`config.mk`:
```
export PLATFORM = sky130hd
export DESIGN_NAME = mant_mul_24_seq
export DESIGN_NICKNAME = d
export VERILOG_FILES = /design/src/rtl/mant_mul_24_seq.sv
export SDC_FILE = /design/constraint.sdc
export NUM_CORES = 1
export LEC_CHECK = 0
export CELL_PAD_IN_SITES_DETAIL_PLACEMENT = 2
export CELL_PAD_IN_SITES_GLOBAL_PLACEMENT = 2
export CORE_UTILIZATION = 30
export CTS_CLUSTER_SIZE = 16
export DETAILED_ROUTE_END_ITERATION = 10
export MAX_ROUTING_LAYER = met4
export PLACE_DENSITY_LB_ADDON = 0.1
export SYNTH_ARGS = -nofsm -noshare
export SYNTH_HDL_FRONTEND = slang
export SYNTH_HIERARCHICAL = 1
export SYNTH_SLANG_ARGS = --single-unit
```
`constraint.sdc`:
```
create_clock -name clk -period 9.18 [get_ports clk]
set_input_delay 1.377 -clock clk [delete_from_list [all_inputs] [get_ports clk]]
set_output_delay 1.377 -clock clk [all_outputs]
set_load 0.03 [all_outputs]
```
`src/rtl/mant_mul_24_seq.sv`:
```
// rtl/mant_mul_24_seq.sv - iterative 24x24 mantissa multiplier built around one vedic_8x8

module vedic_2x2 (
    input  logic [1:0] a,
    input  logic [1:0] b,
    output logic [3:0] p
);
    logic t0, t1, t2, t3, c;

    always_comb begin
        t0   = a[0] & b[0];
        t1   = a[1] & b[0];
        t2   = a[0] & b[1];
        t3   = a[1] & b[1];
        c    = t1 & t2;
        p[0] = t0;
        p[1] = t1 ^ t2;
        p[2] = t3 ^ c;
        p[3] = t3 & c;
    end
endmodule

module vedic_4x4 (
    input  logic [3:0] a,
    input  logic [3:0] b,
    output logic [7:0] p
);
    logic [3:0] p_ll, p_hl, p_lh, p_hh;
    logic [4:0] mid;

    vedic_2x2 u_ll (.a(a[1:0]), .b(b[1:0]), .p(p_ll));
    vedic_2x2 u_hl (.a(a[3:2]), .b(b[1:0]), .p(p_hl));
    vedic_2x2 u_lh (.a(a[1:0]), .b(b[3:2]), .p(p_lh));
    vedic_2x2 u_hh (.a(a[3:2]), .b(b[3:2]), .p(p_hh));

    always_comb begin
        mid = {1'b0, p_hl} + {1'b0, p_lh};
        p   = {4'b0, p_ll} + {1'b0, mid, 2'b0} + {p_hh, 4'b0};
    end
endmodule

module vedic_8x8 (
    input  logic [7:0]  a,
    input  logic [7:0]  b,
    output logic [15:0] p
);
    logic [7:0] p_ll, p_hl, p_lh, p_hh;
    logic [8:0] mid;

    vedic_4x4 u_ll (.a(a[3:0]), .b(b[3:0]), .p(p_ll));
    vedic_4x4 u_hl (.a(a[7:4]), .b(b[3:0]), .p(p_hl));
    vedic_4x4 u_lh (.a(a[3:0]), .b(b[7:4]), .p(p_lh));
    vedic_4x4 u_hh (.a(a[7:4]), .b(b[7:4]), .p(p_hh));

    always_comb begin
        mid = {1'b0, p_hl} + {1'b0, p_lh};
        p   = {8'b0, p_ll} + {3'b0, mid, 4'b0} + {p_hh, 8'b0};
    end
endmodule

module mant_mul_24_seq (
    input  logic        clk,
    input  logic        rst,
    input  logic        start,
    input  logic [23:0] a,
    input  logic [23:0] b,
    output logic        busy,
    output logic        done,
    output logic [47:0] p
);
    typedef enum logic [1:0] {IDLE, MUL, DONE} state_t;

    state_t      state_q, state_d;
    logic [23:0] a_r_q, a_r_d, b_r_q, b_r_d;
    logic [47:0] acc_q, acc_d, p_q, p_d;
    logic [1:0]  ai_q, ai_d, bi_q, bi_d;

    logic [7:0]  a_byte, b_byte;
    logic [15:0] pp;
    logic [2:0]  byte_sh;
    logic [47:0] pp_sh;
    logic        accept, last_step;

    vedic_8x8 u_vedic (.a(a_byte), .b(b_byte), .p(pp));

    // Byte index 3 never occurs; the default arm keeps the select in range.
    always_comb begin
        case (ai_q)
            2'd0:    a_byte = a_r_q[7:0];
            2'd1:    a_byte = a_r_q[15:8];
            default: a_byte = a_r_q[23:16];
        endcase
        case (bi_q)
            2'd0:    b_byte = b_r_q[7:0];
            2'd1:    b_byte = b_r_q[15:8];
            default: b_byte = b_r_q[23:16];
        endcase
        byte_sh   = {1'b0, ai_q} + {1'b0, bi_q};
        pp_sh     = {32'b0, pp} << {byte_sh, 3'b000};
        accept    = start && (state_q != MUL);
        last_step = (state_q == MUL) && (ai_q == 2'd2) && (bi_q == 2'd2);
    end

    always_ff @(posedge clk) begin
        if (rst) begin
            state_q <= IDLE;
        end else begin
            state_q <= state_d;
        end
    end

    always_comb begin
        state_d = state_q;
        case (state_q)
            IDLE, DONE: state_d = start ? MUL : IDLE;
            MUL:        state_d = last_step ? DONE : MUL;
            default:    state_d = IDLE;
        endcase
    end

    always_comb begin
        busy = (state_q == MUL);
        done = (state_q == DONE);
        p    = p_q;
    end

    always_comb begin
        a_r_d = a_r_q;
        b_r_d = b_r_q;
        acc_d = acc_q;
        ai_d  = ai_q;
        bi_d  = bi_q;
        p_d   = p_q;
        if (accept) begin
            a_r_d = a;
            b_r_d = b;
            acc_d = '0;
            ai_d  = '0;
            bi_d  = '0;
        end else if (state_q == MUL) begin
            acc_d = acc_q + pp_sh;
            if (ai_q == 2'd2) begin
                ai_d = '0;
                bi_d = (bi_q == 2'd2) ? 2'd0 : bi_q + 2'd1;
            end else begin
                ai_d = ai_q + 2'd1;
            end
            if (last_step) begin
                p_d = acc_q + pp_sh;
            end
        end
    end

    always_ff @(posedge clk) begin
        if (rst) begin
            a_r_q <= '0;
            b_r_q <= '0;
            acc_q <= '0;
            ai_q  <= '0;
            bi_q  <= '0;
            p_q   <= '0;
        end else begin
            a_r_q <= a_r_d;
            b_r_q <= b_r_d;
            acc_q <= acc_d;
            ai_q  <= ai_d;
            bi_q  <= bi_d;
            p_q   <= p_d;
        end
    end
endmodule
```
# After elaboration in Yosys (flattened, before gate mapping)
# Index checks and enable logic that the tools add are counted.
# classes
addsub	19
n_eq_ne	7
shifts	1
n_mux	7
n_bitwise	129
reduce_logical	10
# op_table
cell	n
$and 1x1->1	96
$add 48x48->48	1
$shl 16x6->48	1
$add 4x7->8	4
$add 8x8->8	4
$pmux 8 s2	2
$xor 1x1->1	32
$add 4x4->5	4
$add 16x16->16	1
$add 8x13->14	1
$add 8x8->9	1
$eq 2x1->1 const B	3
$eq 2x2->1 const B	3
$logic_not 2->1	3
$mux 2	3
$add 2x1->2 const B	2
$pmux 2 s2	1
$reduce_or 2->1	2
$add 2x2->3	1
$logic_and 1x1->1	3
$reduce_and 3->1	1
$ne 2x1->1 const B	1
$reduce_and 2->1	1
$mux 1	1
$not 1->1	1
# word_totals
regBits	150
inputBits	51
output_inout_bits	50
word_cells	180

# Longest topological paths before layout
# logic_depth
ltp_word	13
depth_mapped	40

# By module
# The synthesis kept the hierarchy.
# by_module_without_submodules
module	instances	cells_each	area_per_inst_um2
mant_mul_24_seq	1	1164	8685.8
vedic_4x4	4	34	311.5
vedic_2x2	16	7	57.6
vedic_8x8	1	99	798.3

# Least setup slack after synthesis
# Ideal clock, no wire load.
# synth_timing
kind	register to register
from	register bi_q[0]
to	register acc_q[46]
arrival_ps	7618
path_slack_ps	1491
stages_incl_launch_ff	37
path_cell_list	dfxtp_1 > buf_1 > mux2i_1 > o21ai_0 > and2_1 > ha_1 > fa_1 > inv_1 > fa_1 > inv_1 > ha_1 > xnor2_1 > ha_1 > nor2b_1 > o21ai_0 > xnor2_1 > ha_1 > a21o_1 > a21oi_2 > nor2b_1 > o21a_1 > or4b_1 > nand4_1 > mux2i_1 > nor2_1 > ha_1 > clkbuf_1 > a21oi_1 > o21ai_0 > a21o_1 > a211o_1 > a21oi_1 > o31ai_2 > a311oi_1 > xnor2_1 > nand2_1 > a21oi_1
# synth_via
word_cells_on_any_way	149
# synth_rtl
element	line	rtl
start, declared	76	logic [1:0] ai_q, ai_d, bi_q, bi_d;
start signal, assigned	167	bi_q <= bi_d;
$eq 2x1->1 or $logic_not 2->1 (tied branches)	93	case (bi_q)
$pmux 8 s2 *	93	
net b_byte[0]	78	logic [7:0] a_byte, b_byte;
$and 1x1->1 *	12	t1 = a[1] & b[0];
$xor 1x1->1 *	17	p[1] = t1 ^ t2;
net u_vedic.u_hl.p_hl[1]	28	logic [3:0] p_ll, p_hl, p_lh, p_hh;
$add 4x4->5 *	37	mid = {1'b0, p_hl} + {1'b0, p_lh};
$add 4x7->8 *	38	p = {4'b0, p_ll} + {1'b0, mid, 2'b0} + {p_hh, 4'b0};
$add 8x8->8 *	38	
net u_vedic.p_hl[3]	47	logic [7:0] p_ll, p_hl, p_lh, p_hh;
$add 8x8->9 *	56	mid = {1'b0, p_hl} + {1'b0, p_lh};
$add 8x13->14 *	57	p = {8'b0, p_ll} + {3'b0, mid, 4'b0} + {p_hh, 8'b0};
$add 16x16->16 *	57	
net pp[15]	79	logic [15:0] pp;
$shl 16x6->48 *	99	pp_sh = {32'b0, pp} << {byte_sh, 3'b000};
$add 48x48->48 *	141	acc_d = acc_q + pp_sh;
end signal, assigned	158	acc_q <= '0;
end signal, assigned	165	acc_q <= acc_d;
end, declared	75	logic [47:0] acc_q, acc_d, p_q, p_d;
# The timed path passes the listed nets; every way through them passes the cells marked *.
# A chain may end at the register's enable or synchronous reset.

# Worst setup path after layout
# layout_timing
from	register ai_q[1]
to	register acc_q[46]
# layout_via
word_cells_on_any_way	149
# layout_rtl
element	line	rtl
start, declared	76	
start signal, assigned	166	ai_q <= ai_d;
$eq 2x1->1 or $logic_not 2->1 (tied branches)	88	case (ai_q)
$pmux 8 s2 *	88	
net a_byte[0]	78	
$and 1x1->1 *	13	t2 = a[0] & b[1];
$xor 1x1->1 *	17	
net u_vedic.u_ll.p_lh[1]	28	
$add 4x4->5 *	37	
$add 4x7->8 *	38	
$add 8x8->8 *	38	
net u_vedic.p_ll[5]	47	
$add 8x13->14 *	57	
$add 16x16->16 *	57	
net pp[15]	79	
$shl 16x6->48 *	99	
$add 48x48->48 *	141	
# Marks and branches as above.

==> flow_metrics.py <==
metrics = {
    "grt": {
        "grt_max_degree": 72,
        "grt_antenna_before_repair": 0,
        "grt_pass1_wl_um": 64200,
        "overflow": 0,
        "grt_pass1_vias": 11500,
        "track_usage_pct": 21.7,
    },
    "worst_setup_path": {
        "path_buf_inv": 0,
        "worstSetupPathType": "flop to flop",
        "crit_fanout": 19,
        "worstSetupEndpointType": "flop",
        "critPathLaunchType": "flop",
        "max_stage_delay_ps": 720,
        "path_delay_family": "compound AO/OA/AOI/OAI gates",
        "critPathSlowestCell": "dfxtp_1",
        "crit_required_ps": 9560,
        "cp_data_arrival_time_ps": 8990,
    },
    "logic_synthesis": {
        "postSynth.asyncResetShare_pct": 0,
        "synth_cell_type_count": 72,
        "synth_cells": 1511,
        "yosys_most_used_dff": "dfxtp_1",
        "synth_edf_count": 0,
        "yosys_warnings": 6,
        "yosys-top-cells-count": "nand2_1 (308), a21oi_1 (196), dfxtp_1 (150)",
        "syn_nets": 1711,
        "synth_most_common_cell": "nand2_1",
        "yosysSeqAreaShare_pct": 25.8,
        "synth_area_leaders": "dfxtp_1 (26%), ha_1 (15%), nand2_1 (9.9%), a21oi_1 (8.4%), xnor2_1 (4.3%)",
        "ys_ff_latch": 150,
        "yosysTopAreaCellShare_pct": 25.8,
        "yosysTopAreaCell": "dfxtp_1",
        "syn_area_um2": 11700,
        "avgSynthCellArea_um2": 7.71,
    },
    "floorplan": {
        "start_util_pct": 30.7,
        "dieArea_um2": 39600,
        "io-pin-count": 101,
        "core_um2": 37900,
        "chipWidth_um": 199,
        "rows": 71,
        "die_h_um": 199,
    },
    "drt": {
        "wirelength_um": 40500,
        "route.detailed.drc": 0,
        "firstDrtPassIters": 4,
        "via_count": 10800,
        "ant_nets": 0,
        "wl_per_cell_um": 19.3,
        "avgViaCountPerCell": 5.16,
        "drtIter0Drc": 342,
    },
    "clock_network": {
        "cts_buffer_depth": 2,
        "post-cts-setup-buffers": 0,
        "htreeDepth": 4,
        "cts_root_buf": "clkbuf_16",
        "numCtsBuffers": 17,
        "cts_tree": "yes",
        "clk_pin_slew_ps": 70,
        "cts_num_sinks": 150,
        "cts_hold_buf": 0,
        "clk_latency_ps": 460,
    },
    "cells_and_area": {
        "postLayoutCellArea_um2": 13800,
        "synthToLayoutAreaGrowth_pct": 18.4,
        "drive_above_1_share_pct": 7.08,
        "nets": 1770,
        "fillCellCount": 4386,
    },
    "sta": {
        "clock_skew_ps": 18.4,
        "worst_slew_pin_slew_ps": 802,
        "report.final.slew_viol_count": 0,
        "max_slew_margin_pct": 46.5,
        "timing.final.ws_setup_ps": 568,
        "finalHoldViolCount": 0,
        "setup_viol": 0,
        "fmax_ghz": 0.116,
        "period_needed_ps": 8610,
        "finalCritPeriodShare_pct": 93.8,
    },
    "power": {
        "swShare_pct": 30.0,
        "switchingPower_uw": 484,
        "p_comb_share_pct": 13.0,
        "ir_worst_vdd_mv": 0.134,
        "clkPwrFrac_pct": 45.3,
        "power_uw": 1610,
        "pwr-share-seq_pct": 41.8,
        "leakage_uw": 0.00602,
        "cellPowerDensity_nw_per_um2": 117,
        "internal_power_uw": 1130,
    },
    "placed_design": {
        "post_dp_cell_area_um2": 13100,
        "hpwl_um": 30900,
        "gp_congestion": 0.866,
        "portBuffers": 100,
        "pre_cts_ws_ps": 178,
    },
    "status": {
        "outcome": "complete, no violations",
    },
    "hold_path": {
        "hold_path_class": "flop to flop",
    },
    "flow_run": {
        "cap_violations": 0,
    },
}
worst paths after layout:
check             startpoint   endpoint  slack [ps]  cells after the start
setup / recovery     ai_q[1]  acc_q[46]         570                     35
hold / removal          p[7]       p[7]         460                      2
setup reg to reg     ai_q[1]  acc_q[46]         570                     35
hold reg to reg         p[7]       p[7]         460                      2
final cells by class:
cell class | instances | area, um^2 | share of cell area, %
Tap cell | 511 | 639 | 4.63
Clock buffer | 18 | 429 | 3.11
Clock inverter | 14 | 169 | 1.22
Sequential cell | 150 | 3000 | 21.8
Multi-Input combinational cell | 1223 | 8120 | 58.9
Timing Repair Buffer | 136 | 1270 | 9.22
Inverter | 42 | 158 | 1.14
Antenna cell | 1 | 2.50 | 0.0181
repair_timing:
item | 4_1_cts | 5_1_grt
endpoints found under the hold margin | 0 | 0
endpoints found under the setup margin | 0 | 38
resized for setup | 0 | 16
layer usage:
| layer | vias up | track usage, % | routed length [um] |
|---|---|---|---|
| li1 | 5307 | - | - |
| met1 | 5374 | 29.2 | 20200 |
| met2 | 101 | 34.5 | 18900 |
| met3 | 23 | 2.80 | 976 |
| met4 | 0 | 4.79 | 422 |
| met5 | - | - | 0 |
flip-flops by register name, indices dropped and copies added, names as in the netlist:
register,cells
a_r_q,24
state_q,2
ai_q,2
acc_q,48
b_r_q,24
p,48
bi_q,2
per-stage QoR:
step / TNS, ps / cells / util [%] / hold WS, ps
after floorplan: 0 / 1511 / - / 430
after global placement: 0 / 2062 / 34.6 / 442
after detailed placement: 0 / 2062 / 34.6 / 449
after CTS: 0 / 2094 / 36.2 / 459
after global routing: -1.01 / 2094 / 36.4 / 476
final: 0 / 2095 / 36.4 / 455
kinds of logic after synthesis:
group / synth area share, %
flip-flops: 25.8
adder cells (fa/ha/maj): 16.8
XOR/XNOR: 6.60
multiplexers: 2.15
buffers and inverters: 5.12
AND/OR/NAND/NOR: 21.4
AO/OA/AOI/OAI: 22.1
worst reg2reg max path, delay by kind of cell (launching register included):
| kind | cells | cell delay [ps] |
|---|---|---|
| simple gates | 8 | 1450 |
| mux | 1 | 170 |
| fa+ha+maj | 6 | 2020 |
| flops | 1 | 720 |
| compound gates | 17 | 3630 |
| xor+xnor | 3 | 550 |
cell usage in the layout (no fill, tap or decap), types with 23 or more instances in the layout:
cell type and n:
nand2_1 308, a21oi_1 196, dfxtp_1 149, ha_1 136, clkdlybuf4s50_1 99, and2_1 79, nor2_1 77, xnor2_1 55
a21o_1 54, o21ai_0 46, inv_1 41, buf_4 36, xor2_1 29, mux2i_1 23
power groups by stage:
stage,combinational (uW),sequential (uW),clock (uW)
after CTS,211,674,758
after floorplan,123,686,0
after global routing,230,676,779
final,209,674,731
after detailed placement,209,690,0
after global placement,205,689,0
Note: power is estimated with default switching activity, not from simulation.
